**config.mk**
```make
export PLATFORM = sky130hd
export DESIGN_NAME = dsound_fifo_reader
export DESIGN_NICKNAME = d
export VERILOG_FILES = /design/src/rtl/dsound_pkg.sv /design/src/rtl/dsound_unpack.sv /design/src/rtl/dsound_fifo_reader.sv
export SDC_FILE = /design/constraint.sdc
export NUM_CORES = 1
export LEC_CHECK = 0
export ABC_AREA = 1
export ABC_CLOCK_PERIOD_IN_PS = 6350
export BUFFER_PORTS_ARGS = -buffer_cell sky130_fd_sc_hd__buf_2
export CAP_MARGIN = 10
export CORE_MARGIN = 2
export CORE_UTILIZATION = 59
export DETAILED_ROUTE_END_ITERATION = 7
export HOLD_SLACK_MARGIN = 0.06
export PLACE_DENSITY_LB_ADDON = 0.08
export REMOVE_ABC_BUFFERS = 1
export SYNTH_ARGS = -nofsm -noshare
export SYNTH_HDL_FRONTEND = slang
export SYNTH_SLANG_ARGS = --single-unit
export TNS_END_PERCENT = 50
```
**constraint.sdc**
```tcl
create_clock -name clk -period 6.35 [get_ports clk]
set_input_delay 0.635 -clock clk [delete_from_list [all_inputs] [get_ports clk]]
set_output_delay 0.635 -clock clk [all_outputs]
set_load 0.005 [all_outputs]
```
**src/rtl/dsound_pkg.sv**
```systemverilog
// Shared types and byte-width constants for the Direct Sound read path.
// No logic. There is no latency or backpressure here.
package dsound_pkg;

    typedef enum logic [1:0] {
        IDLE    = 2'd0,
        FETCH   = 2'd1,
        CAPTURE = 2'd2
    } rd_state_t;

    localparam int HALF_BYTES = 2;
    localparam int WORD_BYTES = 4;

endpackage

```
**src/rtl/dsound_unpack.sv**
```systemverilog
// Holding register, byte shifter and underrun mux: one halfword becomes two samples, low byte first.
// Latency: sample_o updates 1 cycle after tick. No backpressure; an empty tick underruns.
// DSOUND_UNDERRUN_HOLD_EN: an underrun repeats the last sample instead of emitting 0x00.
module dsound_unpack
    import dsound_pkg::*;
(
    input  logic        clk,
    input  logic        rst_n,
    input  logic        clr,
    input  logic        load,
    input  logic [15:0] load_dat,
    input  logic        tick,
    output logic [1:0]  hold_cnt,
    output logic [7:0]  sample,
    output logic        sample_vld,
    output logic        underrun
);

    logic [15:0] hold;

    always_ff @(posedge clk or negedge rst_n) begin
        if (!rst_n) begin
            hold       <= 16'h0000;
            hold_cnt   <= 2'd0;
            sample     <= 8'h00;
            sample_vld <= 1'b0;
            underrun   <= 1'b0;
        end else if (clr) begin
            // sample keeps its last value across a clear
            hold       <= 16'h0000;
            hold_cnt   <= 2'd0;
            sample_vld <= 1'b0;
            underrun   <= 1'b0;
        end else begin
            sample_vld <= tick;
            if (tick) begin
                if (hold_cnt != 2'd0) begin
                    sample   <= hold[7:0];
                    hold     <= {8'h00, hold[15:8]};
                    hold_cnt <= hold_cnt - 2'd1;
                end else begin
                    underrun <= 1'b1;
`ifdef DSOUND_UNDERRUN_HOLD_EN
                    sample   <= sample;
`else
                    sample   <= 8'h00;
`endif
                end
            end
            // a load only ever lands while the register is empty
            if (load) begin
                hold     <= load_dat;
                hold_cnt <= 2'(HALF_BYTES);
            end
        end
    end

endmodule

```
**src/rtl/dsound_fifo_reader.sv**
```systemverilog
// Direct Sound buffer read controller: pointers, port B fetch FSM, level/DMA/error accounting.
// Latency: refill 3 cycles (IDLE->FETCH->CAPTURE); samples 1 cycle after tick; level 1 cycle after write.
// No backpressure: writes past capacity set overflow, ticks on empty set underrun (see DSOUND_UNDERRUN_HOLD_EN).
module dsound_fifo_reader
    import dsound_pkg::*;
#(
    parameter int WORDS      = 2,
    parameter int DMA_THRESH = 4
) (
    input  logic                          clk,
    input  logic                          rst_n,
    input  logic                          fifo_clr_i,
    input  logic                          wr_word_i,
    output logic [$clog2(WORDS)-1:0]      wr_ptr_o,
    input  logic                          timer_tick_i,
    output logic                          dpb_ceb_o,
    output logic [$clog2(2*WORDS)-1:0]    dpb_adb_o,
    input  logic [15:0]                   dpb_doutb_i,
    output logic [7:0]                    sample_o,
    output logic                          sample_valid_o,
    output logic [$clog2(4*WORDS):0]      level_o,
    output logic                          dma_req_o,
    output logic                          underrun_o,
    output logic                          overflow_o
);

    localparam int PW = $clog2(WORDS);
    localparam int AW = $clog2(2*WORDS);
    localparam int LW = $clog2(4*WORDS) + 1;

    localparam logic [LW:0] HB  = (LW+1)'(HALF_BYTES);
    localparam logic [LW:0] WB  = (LW+1)'(WORD_BYTES);
    localparam logic [LW:0] CAP = (LW+1)'(4*WORDS);
    localparam logic [LW:0] THR = (LW+1)'(DMA_THRESH);

    rd_state_t      state, state_next;
    logic [AW-1:0]  rd_ptr;
    logic [LW-1:0]  buf_bytes, buf_next, level_next;
    logic [LW:0]    buf_sum;
    logic [1:0]     hold_cnt, hold_cnt_next;
    logic           fetch, capture, ovf_hit, dma_next;

    assign fetch   = (state == IDLE) && (hold_cnt == 2'd0) && ({1'b0, buf_bytes} >= HB);
    assign capture = (state == CAPTURE);
    assign ovf_hit = wr_word_i && (({1'b0, buf_bytes} + WB) > CAP);

    always_comb begin
        state_next = state;
        case (state)
            IDLE:    if (fetch) state_next = FETCH;
            FETCH:   state_next = CAPTURE;
            CAPTURE: state_next = IDLE;
            default: state_next = IDLE;
        endcase
    end

    // a simultaneous write and fetch net out before saturation is applied
    always_comb begin
        buf_sum = {1'b0, buf_bytes};
        if (wr_word_i) buf_sum = buf_sum + WB;
        if (fetch)     buf_sum = buf_sum - HB;
        buf_next = (buf_sum > CAP) ? CAP[LW-1:0] : buf_sum[LW-1:0];
    end

    // level as it will stand after this cycle, so the DMA decision sees the tick's effect
    always_comb begin
        hold_cnt_next = hold_cnt;
        if (capture)
            hold_cnt_next = 2'(HALF_BYTES);
        else if (timer_tick_i && hold_cnt != 2'd0)
            hold_cnt_next = hold_cnt - 2'd1;
        level_next = buf_next + {{(LW-2){1'b0}}, hold_cnt_next};
        dma_next   = timer_tick_i && ({1'b0, level_next} <= THR);
    end

    always_ff @(posedge clk or negedge rst_n) begin
        if (!rst_n)
            state <= IDLE;
        else if (fifo_clr_i)
            state <= IDLE;
        else
            state <= state_next;
    end

    always_ff @(posedge clk or negedge rst_n) begin
        if (!rst_n) begin
            rd_ptr     <= '0;
            wr_ptr_o   <= '0;
            buf_bytes  <= '0;
            level_o    <= '0;
            dpb_ceb_o  <= 1'b0;
            dpb_adb_o  <= '0;
            dma_req_o  <= 1'b0;
            overflow_o <= 1'b0;
        end else if (fifo_clr_i) begin
            rd_ptr     <= '0;
            wr_ptr_o   <= '0;
            buf_bytes  <= '0;
            level_o    <= '0;
            dpb_ceb_o  <= 1'b0;
            dpb_adb_o  <= '0;
            dma_req_o  <= 1'b0;
            overflow_o <= 1'b0;
        end else begin
            buf_bytes <= buf_next;
            level_o   <= level_next;
            dpb_ceb_o <= fetch;
            dma_req_o <= dma_next;
            if (wr_word_i) wr_ptr_o <= wr_ptr_o + PW'(1);
            if (ovf_hit)   overflow_o <= 1'b1;
            if (fetch) begin
                dpb_adb_o <= rd_ptr;
                rd_ptr    <= rd_ptr + AW'(1);
            end
        end
    end

    dsound_unpack u_unpack (
        .clk        (clk),
        .rst_n      (rst_n),
        .clr        (fifo_clr_i),
        .load       (capture),
        .load_dat   (dpb_doutb_i),
        .tick       (timer_tick_i),
        .hold_cnt   (hold_cnt),
        .sample     (sample_o),
        .sample_vld (sample_valid_o),
        .underrun   (underrun_o)
    );

endmodule

```
# Word level (Yosys, flattened, before mapping)
# Index checks and enable logic that the tools add are counted.
# W data, S select, Z words.
[classes]
addsub = 6
n_bitwise = 1
magnitude_cmp = 4
n_eq_ne = 4
n_reduce_logical = 17
mux = 33
[ops]
columns = ["op", "count"]
rows = [
  ["$mux W16", 4],
  ["$mux W2", 12],
  ["$mux W4", 3],
  ["$gt A5 B4 Y1 const B", 2],
  ["$mux W1", 10],
  ["$mux W5", 2],
  ["$reduce_bool A2 Y1", 5],
  ["$mux W8", 1],
  ["$reduce_and A2 Y1", 3],
  ["$reduce_bool A3 Y1", 2],
  ["$add A4 B3 Y5 const B", 1],
  ["$logic_and A1 B1 Y1", 5],
  ["$sub A5 B2 Y5 const B", 1],
  ["$add A4 B2 Y4", 1],
  ["$ge A4 B2 Y1 const B", 1],
  ["$le A4 B3 Y1 const B", 1],
  ["$logic_not A2 Y1", 2],
  ["$pmux W2 S2", 1],
  ["$ne A3 B3 Y1 const B", 1],
  ["$add A2 B1 Y2 const B", 1],
  ["$eq A2 B1 Y1 const B", 1],
  ["$eq A2 B2 Y1 const B", 1],
  ["$ne A2 B2 Y1 const B", 1],
  ["$sub A2 B1 Y2 const B", 1],
  ["other kinds (2)", 2],
]
[word_totals]
in_bits = 21
output_inout_bits = 20
ff_bits = 46
wordCells = 79

# Depth between registers and ports, before layout
# Gate-level depths: netlist of run 1.
[logic_depth]
depth_word = 10
ltp_mapped = 20
mapped_depth_nobuf = 20

# Hierarchy
# From an unflattened synthesis of run 1, not the netlist that was laid out.
[hier_totals]
hier_cells = 280
hier_area_um2 = 2344.7
[by_module_without_submodules]
columns = ["mod", "cells_per_inst", "area_per_inst_um2", "seq_area_each_um2", "n_inst"]
rows = [
  ["dsound_unpack", 151, 1261.2, 700.7, 1],
  ["dsound_fifo_reader", 129, 1083.5, 450.4, 1],
]

# Least setup slack after synthesis of run 1
# No wires, ideal clock.
[synth_timing]
path_type = "input-to-reg"
from = "input port wr_word_i"
to = "register dma_req_o"
setup_ns = 0.113
n_path_buf = 0
cell_stages = 16
arrival_time_ns = 2.331
setup_slack_ns = 3.906
t_required_ns = 6.237
cell_sequence = "inv_2 -> nand2_2 -> nand2_2 -> ha_1 -> inv_1 -> nor2_4 -> nor2_2 -> nor3_1 -> o21ai_1 -> nor2_2 -> ha_1 -> a21oi_1 -> nor3_1 -> nor3_2 -> nand2_1 -> inv_1"
[synth_between]
elab_chain_cells = 9
[synth_rtl]
columns = ["item", "line", "source"]
rows = [
  ["from (decl)", "dsound_fifo_reader.sv:13", "input logic wr_word_i,"],
  ["$mux W5 (*)", "dsound_fifo_reader.sv:60", "if (wr_word_i) buf_sum = buf_sum + WB;"],
  ["$sub A5 B2 Y5", "dsound_fifo_reader.sv:61", "if (fetch) buf_sum = buf_sum - HB;"],
  ["$mux W5 (*)", "dsound_fifo_reader.sv:61", ""],
  ["$gt A5 B4 Y1", "dsound_fifo_reader.sv:62", "buf_next = (buf_sum > CAP) ? CAP[LW-1:0] : buf_sum[LW-1:0];"],
  ["$mux W4 (*)", "dsound_fifo_reader.sv:62", ""],
  ["$add A4 B2 Y4 (*)", "dsound_fifo_reader.sv:72", "level_next = buf_next + {{(LW-2){1'b0}}, hold_cnt_next};"],
  ["$le A4 B3 Y1 (*)", "dsound_fifo_reader.sv:73", "dma_next = timer_tick_i && ({1'b0, level_next} <= THR);"],
  ["$logic_and A1 B1 Y1 (*)", "dsound_fifo_reader.sv:73", ""],
  ["$mux W1 (*)", "dsound_fifo_reader.sv:95", "end else if (fifo_clr_i) begin"],
  ["to (signal assigned)", "dsound_fifo_reader.sv:108", "dma_req_o <= dma_next;"],
  ["to (decl)", "dsound_fifo_reader.sv:22", "output logic dma_req_o,"],
]
# Every way passes the cells marked *; elsewhere a longest branch is shown, timed or not.
# A chain may end at the register's enable or synchronous reset.

# Worst setup path after layout of run 1
[layout_timing]
from = "register u_unpack.hold_cnt[0]"
to = "register dma_req_o"
[layout_between]
elab_chain_cells = 10
word_cells_on_any_way = 15
cone_classes = "2 x add/sub; 2 x order compare; 5 x mux; 6 x reduce/logical"
[layout_rtl]
columns = ["item", "line", "source"]
rows = [
  ["from (decl)", "dsound_unpack.sv:13", "output logic [1:0] hold_cnt,"],
  ["from (signal assigned)", "dsound_unpack.sv:40", "hold_cnt <= hold_cnt - 2'd1;"],
  ["from (signal assigned)", "dsound_unpack.sv:53", "hold_cnt <= 2'(HALF_BYTES);"],
  ["$logic_not A2 Y1", "dsound_fifo_reader.sv:43", "assign fetch = (state == IDLE) && (hold_cnt == 2'd0) && ({1'b0, buf_bytes} >= HB);"],
  ["$logic_and A1 B1 Y1 (2 in series)", "dsound_fifo_reader.sv:43", ""],
  ["$mux W5", "dsound_fifo_reader.sv:61", ""],
  ["$gt A5 B4 Y1", "dsound_fifo_reader.sv:62", ""],
  ["$mux W4", "dsound_fifo_reader.sv:62", ""],
  ["$add A4 B2 Y4 (*)", "dsound_fifo_reader.sv:72", ""],
  ["$le A4 B3 Y1 (*)", "dsound_fifo_reader.sv:73", ""],
  ["$logic_and A1 B1 Y1 (*)", "dsound_fifo_reader.sv:73", ""],
  ["$mux W1 (*)", "dsound_fifo_reader.sv:95", ""],
]
# Marks and branches as above.

==> impl_metrics.py, run 1 <==
metrics = {
    "run_status": {
        "status": "finished clean",
    },
    "cells_and_area": {
        "areaGrowthSynthToFinish_pct": 15.34,
        "post-route-util_pct": 69.67,
        "design_area_mm2": 0.002512,
        "final_nets": 311,
        "fillCellCount": 312,
        "mostFrequentLayoutCell": "dfrtp_1",
        "final_cell_mix": "dfrtp_1, inv_1, buf_2, nand2_1",
        "final_cells": 330,
        "diodes": 0,
        "drive_gt1_share_pct": 22.70,
    },
    "placement": {
        "gp_congestion": 0.8335,
        "dp_hpwl_um": 2869,
        "io_buffer_count": 40,
        "placed_area_mm2": 0.002400,
        "dp_slack_ns": 3.525,
        "placed_cells": 323,
    },
    "critical_path": {
        "cp_max_fo": 11,
        "r2r_slack_ns": 3.54,
        "cp.arrival_ns": 3.01,
        "required_ns": 6.55,
        "end_kind": "flip-flop",
        "crit_type": "reg2reg",
        "startpoint_type": "flip-flop",
    },
    "global_route": {
        "met2_usage_pct": 40.98,
        "grt_usage_pct": 23.12,
        "grt_remaining_overflow": 0,
        "grt_pass1_vias": 1668,
        "antenna_found_initial": 0,
        "grt_pass1_wl_um": 7258,
        "busiest_layer": "met2",
        "use_met1_pct": 26.92,
        "grtUsageMet3_pct": 6.250,
        "grt_max_degree": 47,
    },
    "sta": {
        "rsz0062_at_grt": "no",
        "finalSetupTns_ns": 0,
        "tightest_slew_ns": 0.9800,
        "relSlewSlack_pct": 34.67,
        "setup_viol": 0,
        "skew_ns": 0.003409,
        "fmax_mhz": 355.4,
        "hold_ws_ns": 0.4608,
        "setup_ws_ns": 3.537,
        "finalCritPeriodShare_pct": 44.31,
        "finalMaxSlewViolations": 0,
        "hold_viol": 0,
        "fin_crit_ns": 2.813,
    },
    "clocking": {
        "cts_resized": 0,
        "hold_buffers": 0,
        "clk_latency_ns": 0.29,
        "cts_tree": "built",
        "cts_inserted_buffers": 5,
        "cts_max_level": 2,
        "post_cts_buffers": 0,
        "clk_path_buf_depth": 2,
        "path_clk_slew_ns": 0.08,
        "clock-sinks": 46,
        "root_buffer": "clkbuf_8",
    },
    "power": {
        "report.power.total_mw": 1.102,
        "power_density_mw_per_mm2": 438.5,
        "p_leak_nw": 1.361,
        "ir_worst_vdd_v": 0.0002220,
    },
    "yosys": {
        "synth_fa_ha_area_share_pct": 4.940,
        "synth_area_leaders": "dfrtp_1, inv_1, nand2_1",
        "synth_top_family_by_area": "simple AND/OR/NAND/NOR gates",
        "synth_area_leader_cell": "dfrtp_1",
        "yosys_warnings": 0,
        "synth_cell_types": 26,
        "ys_seq_area_share_pct": 52.84,
        "synthSimpleGateAreaFrac_pct": 20.39,
        "syn_avg_cell_area_um2": 8.964,
        "netlist_area_mm2": 0.002178,
        "synth_compound_area_share_pct": 12.12,
        "synthXorXnorAreaFrac_pct": 0,
        "synth_seq_cells": 46,
        "synthMuxAreaShare_pct": 0,
        "netlist_instances": 243,
        "synth_top_area_share_pct": 52.84,
    },
    "routing": {
        "post_drt_via_cell_ratio": 5.167,
        "routedWlPerCell_um": 12.40,
        "wl_um": 4093,
        "drt_iter0_drc": 101,
        "vias": 1705,
        "drc": 0,
        "ant_nets": 0,
        "drt_pass1_iterations": 5,
    },
    "die": {
        "dieArea_mm2": 0.004194,
        "start_util_pct": 60.41,
        "io_pins": 41,
        "num_rows": 22,
        "fp.dieH_um": 64.76,
        "core_mm2": 0.003606,
        "die_x_um": 64.76,
    },
    "flow_run": {
        "cap_violations": 0,
    },
    "worst_hold_path": {
        "hold_path.class": "reg2reg",
    },
}
## state kept, by name, summed over array words and instances (netlist names), 2 cells and up
signal and cells:
buf_bytes 4, dpb_adb_o 2, level_o 4, rd_ptr 2, state 2, u_unpack.hold 16, u_unpack.hold_cnt 2, u_unpack.sample 8
## cells in the mapped netlist
cell      number
fa_1           1
nand2_1       32
o21ai_0       19
nor3_2         2
nor2_4         2
nand2_2        7
inv_1         43
buf_2          1
inv_2          2
nor2_2         4
dfrtp_1       46
ha_1           7
a32o_1         8
a21oi_1        5
nor2_1        19
nor4_1         2
nor3_1         7
buf_6          1
nand4_1        3
nand3_1       15
o21ai_1        1
o22ai_1        8
a22o_1         1
clkbuf_1       4
buf_1          2
clkinv_1       1
## power breakdown
group	total (mW)	switching (mW)	internal [mW]
sequential	0.383	0.0281	0.355
combinational	0.500	0.330	0.170
clock	0.218	0.0922	0.126
total	1.10	0.450	0.651
## kinds of logic (layout without fill, tap and decap cells)
kind of cell | count (synthesis) | in the layout
simple gates | 93 | 93
flops | 46 | 46
buf+inv | 54 | 93
fa+ha+maj | 8 | 8
compound gates | 42 | 42
## worst max-delay path, stage by stage (launching register included)
cell,delay (ns)
dfrtp_1,0.35
inv_1,0.06
ha_1,0.24
nor2_1,0.57
nor2_1,0.08
nor3_1,0.42
inv_1,0.10
ha_1,0.29
a21oi_1,0.07
nor3_1,0.33
nor3_2,0.08
nand2_1,0.08
inv_1,0.04
## layout make-up
class	count	area [um^2]	area share (%)
multi-input cells	143	815.8	32.47
inverters	46	172.7	6.873
repair buffers	40	200.2	7.968
clock buffers	6	82.58	3.287
flip-flops and latches	46	1151	45.82
well taps	48	60.06	2.390
clock inverters	1	30.03	1.195
## final timing paths
path / to / startpoint / depth (start not counted)
worst min-delay path: state[1]$_DFFE_PN0P_ / state[1]$_DFFE_PN0P_ / 1
worst max-delay path: dma_req_o$_DFF_PN0_ / u_unpack.hold_cnt[0]$_DFFE_PN0P_ / 12
max in group asynchronous: u_unpack.hold[6]$_DFFE_PN0P_ / rst_n / 1
worst min register to register: state[1]$_DFFE_PN0P_ / state[1]$_DFFE_PN0P_ / 1
worst max register to register: dma_req_o$_DFF_PN0_ / u_unpack.hold_cnt[0]$_DFFE_PN0P_ / 12
min in group asynchronous: dpb_ceb_o$_DFF_PN0_ / rst_n / 1
## layer usage
metal	up-vias	wire length, um
li1	866	-
met4	0	64
met5	-	0
met3	5	178
met1	799	1782
met2	35	2067
Power figures use the tool's default switching activity.
==> run 2, diff against run 1 <==
Settings changed: ABC_AREA 1 to 0, ABC_CLOCK_PERIOD_IN_PS 6350 to 2300, CORE_UTILIZATION 59 to 49.
Clock period 6.35 ns to 2.3 ns, I/O delays scaled along.
==> run 2 against run 1 <==
- the run now ends with setup timing left
- critical endpoint unchanged
- wire length rose by 13%
- final cell count grew 3.3%
- clock power grew to 2.5 times the previous value
- maximum frequency down 3.7%
- highest routed layer unchanged
- clock-buffer cell count grew 1
- area after synthesis rose by 1.3%
- sequential power increased to 2.7 times the previous value
- largest cell class unchanged
- register-to-register slack got worse by 4.2 ns
==> impl_metrics.py, run 2 <==
metrics = {
    "sta": {
        "finalCritPeriodShare_pct": 127.0,
        "finalSetupTns_ns": -1.845,
        "skew_ns": 0.004867,
        "setup_viol": 5,
        "rsz0062_at_grt": "yes",
        "hold_viol": 0,
        "fin_crit_ns": 2.921,
        "tightest_slew_ns": 0.6898,
        "finalMaxSlewViolations": 0,
        "setup_ws_ns": -0.6215,
        "relSlewSlack_pct": 54.01,
        "hold_ws_ns": 0.1945,
        "fmax_mhz": 342.3,
    },
    "cells_and_area": {
        "largest_reg_flops": 16,
        "design_area_mm2": 0.002824,
        "multiInputGateArea_um2": 992.2,
        "final_nets": 317,
        "reg_top3": "u_unpack.hold (16), u_unpack.sample (8)",
        "final_cells": 341,
        "areaGrowthSynthToFinish_pct": 28.02,
        "mostFrequentLayoutCell": "dfrtp_1",
        "diodes": 0,
        "post-route-util_pct": 64.86,
        "final_cell_mix": "dfrtp_1, buf_2, buf_4, nor2_1, nand2_1",
        "drive_gt1_share_pct": 33.91,
        "top_register": "u_unpack.hold",
        "seq_area_mm2": 0.001151,
        "fillCellCount": 379,
    },
    "routing": {
        "drt_pass1_iterations": 4,
        "post_drt_via_cell_ratio": 5.000,
        "wl_um": 4622,
        "drt_iter0_drc": 94,
        "drc": 0,
        "ant_nets": 0,
        "vias": 1705,
        "routedWlPerCell_um": 13.55,
    },
    "placement": {
        "gp_congestion": 0.8210,
        "placed_cells": 328,
        "placed_area_mm2": 0.002644,
        "dp_slack_ns": -0.6897,
        "io_buffer_count": 40,
        "dp_hpwl_um": 3260,
    },
    "die": {
        "num_rows": 24,
        "dieArea_mm2": 0.005055,
        "core_mm2": 0.004354,
        "io_pins": 41,
        "fp.dieH_um": 71.10,
        "die_x_um": 71.10,
        "start_util_pct": 50.66,
    },
    "run_status": {
        "status": "complete, but fails checks",
        "violations": "setup timing",
    },
    "critical_path": {
        "crit_buf_inv": 2,
        "slowest_delay_ns": 0.53,
        "cp_cell_sequence": "inv_1, ha_1, and4bb_4, a21oi_2, a311o_1, and2_4, nor2b_1, ha_2, inv_2, fa_2, nand2b_1, a2111oi_4",
        "cp.arrival_ns": 3.11,
        "r2r_slack_ns": -0.62,
        "required_ns": 2.49,
        "startpoint_type": "flip-flop",
        "reg2reg_to": "dma_req_o$_DFF_PN0_",
        "end_kind": "flip-flop",
        "cp-startpoint": "buf_bytes[2]$_DFF_PN0_",
        "crit_type": "reg2reg",
        "rr_worst_depth": 12,
        "cp_max_fo": 3,
        "endpoint": "dma_req_o$_DFF_PN0_",
        "timing.rr.start": "buf_bytes[2]$_DFF_PN0_",
        "critical_path.slowest_cell": "fa_2",
        "path_depth": 12,
        "critical_path.top_delay_family": "adder cells",
    },
    "worst_hold_path": {
        "hold_path.class": "in2reg",
    },
    "global_route": {
        "grt_usage_pct": 19.40,
        "grt_max_degree": 47,
        "grt_pass1_wl_um": 7665,
        "grt_remaining_overflow": 0,
        "antenna_found_initial": 0,
        "grt_pass1_vias": 1596,
    },
    "clocking": {
        "path_clk_slew_ns": 0.08,
        "cts_tree": "built",
        "root_buffer": "clkbuf_8",
        "clk_latency_ns": 0.30,
        "cts_max_level": 2,
        "clock-sinks": 46,
        "clk_path_buf_depth": 2,
        "cts_inserted_buffers": 5,
    },
    "yosys": {
        "syn_avg_cell_area_um2": 10.12,
        "synth_seq_cells": 46,
        "netlist_area_mm2": 0.002206,
        "async_flop_share_pct": 100.0,
        "synth_area_leaders": "dfrtp_1, nor2_1, nand2_1",
        "synth_cell_types": 37,
        "yosysMostFrequentCell": "dfrtp_1",
        "ys_seq_area_share_pct": 52.18,
        "yosys_warnings": 0,
        "netlist_instances": 218,
        "synth-edff-count": 0,
        "synth_common_cells": "dfrtp_1, nor2_1, nand2_1",
        "postSynth.topFlopCell": "dfrtp_1",
        "synth_area_leader_cell": "dfrtp_1",
        "synth_top_area_share_pct": 52.18,
    },
    "power": {
        "report.power.total_mw": 3.638,
        "ir_worst_vdd_v": 0.001150,
        "p_leak_nw": 1.393,
        "power_density_mw_per_mm2": 1288,
    },
    "flow_run": {
        "cap_violations": 0,
    },
}
run 2: cell types whose count changed in the layout (fill, tap and decap cells not counted), moves of 11 or more:
cell,previous run,this run
buf_4,0,36
nand3_1,15,0
inv_1,43,7
nor2_1,19,33
o21ai_0,19,8
nand2b_1,0,14
run 2: repair_timing:
item                       in CTS  in global routing
pin swaps                       3                  0
setup endpoints to repair       5                  5
resized for setup               5                  6
buffers inserted                3                  1
hold buffers                    1                  0
hold endpoints to repair       46                  0
run 2: how the worst min path moves through the flow:
stage / startpoint / endpoint / slack, ns / depth (start not counted)
after global routing: dpb_doutb_i[11] / u_unpack.hold[11]$_DFFE_PN0P_ / 0.21 / 3
after global placement: rst_n / u_unpack.sample[6]$_DFFE_PN0P_ / 0.36 / 2
final: dpb_doutb_i[14] / u_unpack.hold[14]$_DFFE_PN0P_ / 0.19 / 3
after CTS: dpb_doutb_i[10] / u_unpack.hold[10]$_DFFE_PN0P_ / 0.19 / 3
after floorplan: rst_n / buf_bytes[0]$_DFF_PN0_ / -0.07 / 0
after detailed placement: rst_n / u_unpack.sample[6]$_DFFE_PN0P_ / 0.35 / 2
run 2: cell type report:
| class | instances | share of cell area, % |
|---|---|---|
| inverters | 8 | 1.063 |
| clock buffers | 7 | 3.412 |
| multi-input cells | 150 | 35.14 |
| flip-flops and latches | 46 | 40.76 |
| clock inverters | 1 | 0.3101 |
| repair buffers | 77 | 17.01 |
| well taps | 52 | 2.304 |
run 2: layer usage:
metal / vias up / share of wire, % / track usage (%)
met1: 781 / 49 / 29.98
met3: 5 / 4.3 / 2.991
met5: - / 0 / 0
met4: 0 / 1.0 / 5.660
met2: 49 / 45 / 28.35
li1: 870 / - / -
run 2: report_power, final:
group	internal [mW]	switching (mW)
clock network	0.276	0.271
registers	0.968	0.0788
logic	1.10	0.940
total	2.35	1.29
run 2: kinds of logic (layout without fill, tap and decap cells):
kind of cell | Yosys count | in the layout | share of synthesized area (%)
AND/OR/NAND/NOR | 96 | 96 | 21.84
flip-flops | 46 | 46 | 52.18
AO/OA/AOI/OAI | 35 | 35 | 11.97
buffers and inverters | 22 | 93 | 4.424
adder cells (fa/ha/maj) | 8 | 8 | 4.878
XOR/XNOR | 7 | 7 | 2.779
multiplexers | 4 | 4 | 1.928
run 2: worst reg2reg max path, cell delays in order, from the launching register on:
cell	delay (ns)
dfrtp_1	0.39
inv_1	0.09
ha_1	0.25
and4bb_4	0.32
a21oi_2	0.05
a311o_1	0.29
and2_4	0.15
nor2b_1	0.15
ha_2	0.21
inv_2	0.04
fa_2	0.53
nand2b_1	0.09
a2111oi_4	0.28
